**src/rtl/framebuffer_port_arbiter.sv**
```systemverilog
// Arbiter between the panel scan reader and host pixel writer in front of one
// single-port synchronous-read frame-buffer RAM; reads win unless a held write starves.
module framebuffer_port_arbiter #(
  parameter int ADDR_WIDTH   = 6,
  parameter int DATA_WIDTH   = 8,
  parameter int STARVE_LIMIT = 4
) (
  input  logic                  clk,
  input  logic                  rst_n,
  input  logic                  rd_valid,
  input  logic [ADDR_WIDTH-1:0] rd_addr,
  output logic                  rd_ready,
  output logic                  rd_data_valid,
  output logic [DATA_WIDTH-1:0] rd_data,
  input  logic                  wr_valid,
  input  logic [ADDR_WIDTH-1:0] wr_addr,
  input  logic [DATA_WIDTH-1:0] wr_data,
  output logic                  wr_ready,
  output logic                  wr_pending,
  output logic                  ram_we,
  output logic [ADDR_WIDTH-1:0] ram_addr,
  output logic [DATA_WIDTH-1:0] ram_din,
  input  logic [DATA_WIDTH-1:0] ram_dout
);
  localparam int SW = $clog2(STARVE_LIMIT + 1);

  logic                  en_q;
  logic                  hold_full;
  logic [ADDR_WIDTH-1:0] hold_addr;
  logic [DATA_WIDTH-1:0] hold_data;
  logic [SW-1:0]         starve_cnt;
  logic [1:0]            vld_pipe;
  logic                  haz, wr_grant, rd_grant, wr_acc;

  always_comb begin
    haz      = rd_valid && hold_full && (rd_addr == hold_addr);
    // A read hitting the held address must wait for the drain, so it forces the write.
    wr_grant = en_q && hold_full &&
               (!rd_valid || haz || (starve_cnt == SW'(STARVE_LIMIT)));
    rd_grant = en_q && rd_valid && !wr_grant;
    wr_acc   = wr_valid && wr_ready;
  end

  assign vld_pipe[0]   = rd_grant;
  assign rd_ready      = rd_grant;
  assign rd_data_valid = vld_pipe[1];
  assign rd_data       = ram_dout;
  assign wr_ready      = en_q && (!hold_full || wr_grant);
  assign wr_pending    = hold_full;
  assign ram_we        = wr_grant;
  assign ram_addr      = wr_grant ? hold_addr : rd_addr;
  assign ram_din       = hold_data;

  always_ff @(posedge clk or negedge rst_n) begin
    if (!rst_n) begin
      en_q        <= 1'b0;
      hold_full   <= 1'b0;
      hold_addr   <= '0;
      hold_data   <= '0;
      starve_cnt  <= '0;
      vld_pipe[1] <= 1'b0;
    end else begin
      en_q        <= 1'b1;
      vld_pipe[1] <= vld_pipe[0];
      // Accept takes precedence so a drain and refill in one cycle keeps the slot full.
      if (wr_acc) begin
        hold_full <= 1'b1;
        hold_addr <= wr_addr;
        hold_data <= wr_data;
      end else if (wr_grant) begin
        hold_full <= 1'b0;
      end
      if (wr_grant || !hold_full)
        starve_cnt <= '0;
      else if (rd_grant && (starve_cnt != SW'(STARVE_LIMIT)))
        starve_cnt <= starve_cnt + SW'(1);
    end
  end
endmodule

```
**config.mk**
```make
export PLATFORM = sky130hd
export DESIGN_NAME = framebuffer_port_arbiter
export DESIGN_NICKNAME = d
export VERILOG_FILES = /design/src/rtl/framebuffer_port_arbiter.sv
export SDC_FILE = /design/constraint.sdc
export NUM_CORES = 1
export LEC_CHECK = 0
export BUFFER_PORTS_ARGS = -buffer_cell sky130_fd_sc_hd__buf_2
export CORE_ASPECT_RATIO = 0.8
export CORE_MARGIN = 2
export CORE_UTILIZATION = 25
export DETAILED_ROUTE_END_ITERATION = 10
export SYNTH_ARGS = -nofsm -noshare
export SYNTH_HDL_FRONTEND = slang
export SYNTH_SLANG_ARGS = --single-unit
```
**constraint.sdc**
```tcl
create_clock -name clk -period 4.9 [get_ports clk]
set_input_delay 0.98 -clock clk [delete_from_list [all_inputs] [get_ports clk]]
set_output_delay 0.98 -clock clk [all_outputs]
set_load 0.01 [all_outputs]
```
==> run metrics <==
syn nets=approximately 130; TritonRoute pass-1 iters=4; CTS buffer count=3; Critical Path AT=approximately 2.2 ns; Yosys top cell by area=dfrtp_1; critical path launch point type=input pin; CP Class=input pin to output port; GPL Wtd Cong=0.720; Root Driver=clkbuf_8; Post-Synthesis Cells=just under 100; CTS tree=done; Vias/cell=about 4.3; layout cells sized above 1=roughly 52%; Primary FF master, synth=dfrtp_1; Max Cap Viol=0; Setup TNS=0 ns; WHS=approximately 0.5 ns; detailed-route via count=about 830; Async SR Flop Fraction=between 90% and 100%; Layout area overhead=22.2%; WL/cell=roughly 12 um; drt initial violations=between 60 and 70; period utilization=between 60 and 70%; vias in the first global route=806; Chip Width=~80 um; GRT Total Usage=9.50%; Worst Reg-to-Reg Cells=6; Final Setup Violations=0; number of nets with antenna violations after routing=0; Final #Nets=between 150 and 200; H-tree levels=1; Post-CTS Setup Inserts=0; max-slew violations=0; Clock Sinks=20; Int Pwr=approximately 390 uW; Reg clk slew, reported paths=around 0.080 ns; Final Critical Period=~3.2 ns; crit-path cells=buf_2 -> xnor2_1 -> nand4_2 -> o311ai_0 -> buf_2; Max clock buf depth=2; Total Die Area=~5300 sq um; Antenna Cells=0; Post-synth EDFFs=0; Switch Pwr=155 uW; Buffers on Ports=42; mapped cell area=around 1200 sq um; aggregate global routing overflow=0; largest net degree at the start of global routing=21; Worst path max stage delay=approximately 0.46 ns; Sequential Power Share=41.1%; Power Dens Cells=380 nW/um^2; RSZ-0062 raised after global routing=no; final hold vios=0; Resize count post-CTS=0; post-synth top area share=roughly 43%; main area contributors after synthesis=dfrtp_1 (43%), mux2_4 (13%), mux2_2 (8.6%), buf_4 (5.1%), xnor2_1 (4.5%); worst-case vdd ir drop=approximately 0.15 mV; Worst Clk Skew=roughly 0.0025 ns; Core Rows=22; commonest non-fill, non-tap cell in the layout=buf_2; CP dominant cell by count=buf_2; # DRC=0; Distinct cells, synth=31; final wirelength=approximately 2400 um; switching part of the total=28.3%; Final HPWL DP=1810 um; Initial Util=approximately a quarter; first-pass GRT wire length=roughly 3900 um; Worst Path Max Fanout=7; fmax=316 MHz; Hold Path Depth=1; Synth Register Bits=20; Required @ worst endpoint=between 3 and 4 ns; Critical Path End Type=output port; number of hold buffers added after cts=0; leakage=~0.0007 uW; sequential area share after synthesis=42.6%; core area=between 4000 and 5000 sq um; Clock Latency Late Sink=around 0.26 ns; synth warn=0; Comb pwr share=~29%; hold crit path type=flop to flop; Max stage delay cell, worst path=o311ai_0; commonest cells after routing, fill and taps aside=buf_2 (42), dfrtp_1 (20), mux2_4 (10), mux2_2 (9), nand2_1 (7); status=finished, final reports clean; # IOs=a little under 60; chip height=65.4 um; part of the power in the clock network=between 30% and 40%; antenna violations before repair=0; Avg Synthesized Cell Area=around 12 sq um
==> metrics by stage <==
step / total power [uW] / instance area, sq um / util [%] / std cells / worst slack (ns)
2_1_floorplan: 341 / 1180 / - / 97 / 2.03
6_report: 547 / 1440 / 31.5 / 192 / 1.73
3_3_place_gp: 384 / 1370 / 29.9 / 188 / 1.76
3_5_place_dp: 386 / 1370 / 29.9 / 188 / 1.75
4_1_cts: 554 / 1440 / 31.5 / 192 / 1.75
5_1_grt: 578 / 1440 / 31.5 / 192 / 1.67
==> state kept, by name (all words and copies together) (netlist names) <==
| register | flops |
|---|---|
| starve_cnt | 3 |
| ram_din | 8 |
| wr_pending | 1 |
| hold_addr | 6 |
| en_q | 1 |
| rd_data_valid | 1 |
==> power groups by stage <==
stage          combinational (uW)  clock [uW]  sequential, uW
2_1_floorplan                 113           0             228
3_3_place_gp                  156           0             227
3_5_place_dp                  160           0             226
4_1_cts                       160         170             224
5_1_grt                       171         177             230
6_report                      158         165             225
==> layer usage <==
metal	track usage (%)	vias up	part of all wire (%)
met1	13.1	373	46
met5	0	-	0
met4	1.48	0	0.38
met2	13.8	46	42
met3	4.53	4	11
li1	-	406	-
==> synth_stat cells (2+ instances only) <==
| cell type | number |
|---|---|
| dfrtp_1 | 20 |
| mux2_4 | 10 |
| mux2_2 | 9 |
| buf_4 | 8 |
| nand2_1 | 7 |
| xnor2_1 | 6 |
| nor2_1 | 4 |
| inv_1 | 3 |
| a221oi_1 | 2 |
| and2_1 | 2 |
| ha_1 | 2 |
| nand3_1 | 2 |
| nand4_1 | 2 |
| o311ai_0 | 2 |
| o32ai_1 | 2 |
==> layout make-up <==
cell class,count,area (sq um)
Timing Repair Buffer,42,210
Fill cell,491,3130
Sequential cell,20,500
Multi-Input combinational cell,63,569
Tap cell,60,75.1
Clock inverter,1,30.0
Inverter,3,11.3
Clock buffer,3,41.3
==> path summary, 6_finish.rpt <==
check	from	endpoint	slack, ns
setup / recovery	rd_addr[1]	ram_addr[0]	1.73
hold / removal	ram_din[5]$_DFFE_PN0P_	ram_din[5]$_DFFE_PN0P_	0.51
setup reg to reg	starve_cnt[0]$_DFFE_PN0P_	ram_din[1]$_DFFE_PN0P_	2.96
hold reg to reg	ram_din[5]$_DFFE_PN0P_	ram_din[5]$_DFFE_PN0P_	0.51
max in group asynchronous	rst_n	rd_data_valid$_DFF_PN0_	3.92
min in group asynchronous	rst_n	ram_din[5]$_DFFE_PN0P_	0.66
==> worst max-delay path, delay by kind of cell <==
kind / cells / cell delay (ns)
AOI/OAI and AO/OA: 1 / 0.46
xor gates and xnor gates: 1 / 0.20
buffers and inverters: 2 / 0.32
and+or+nand+nor: 1 / 0.23
==> cells by family after synthesis <==
kind of cell,count (synthesis),share of synthesized area [%]
mux,19,21.4
other cells,1,0.319
xor+xnor,6,4.47
fa+ha+maj,2,2.13
simple gates,21,9.68
compound gates,14,10.4
buf+inv,14,9.04
flops,20,42.6
No activity file was read; power rests on OpenSTA's default activity.
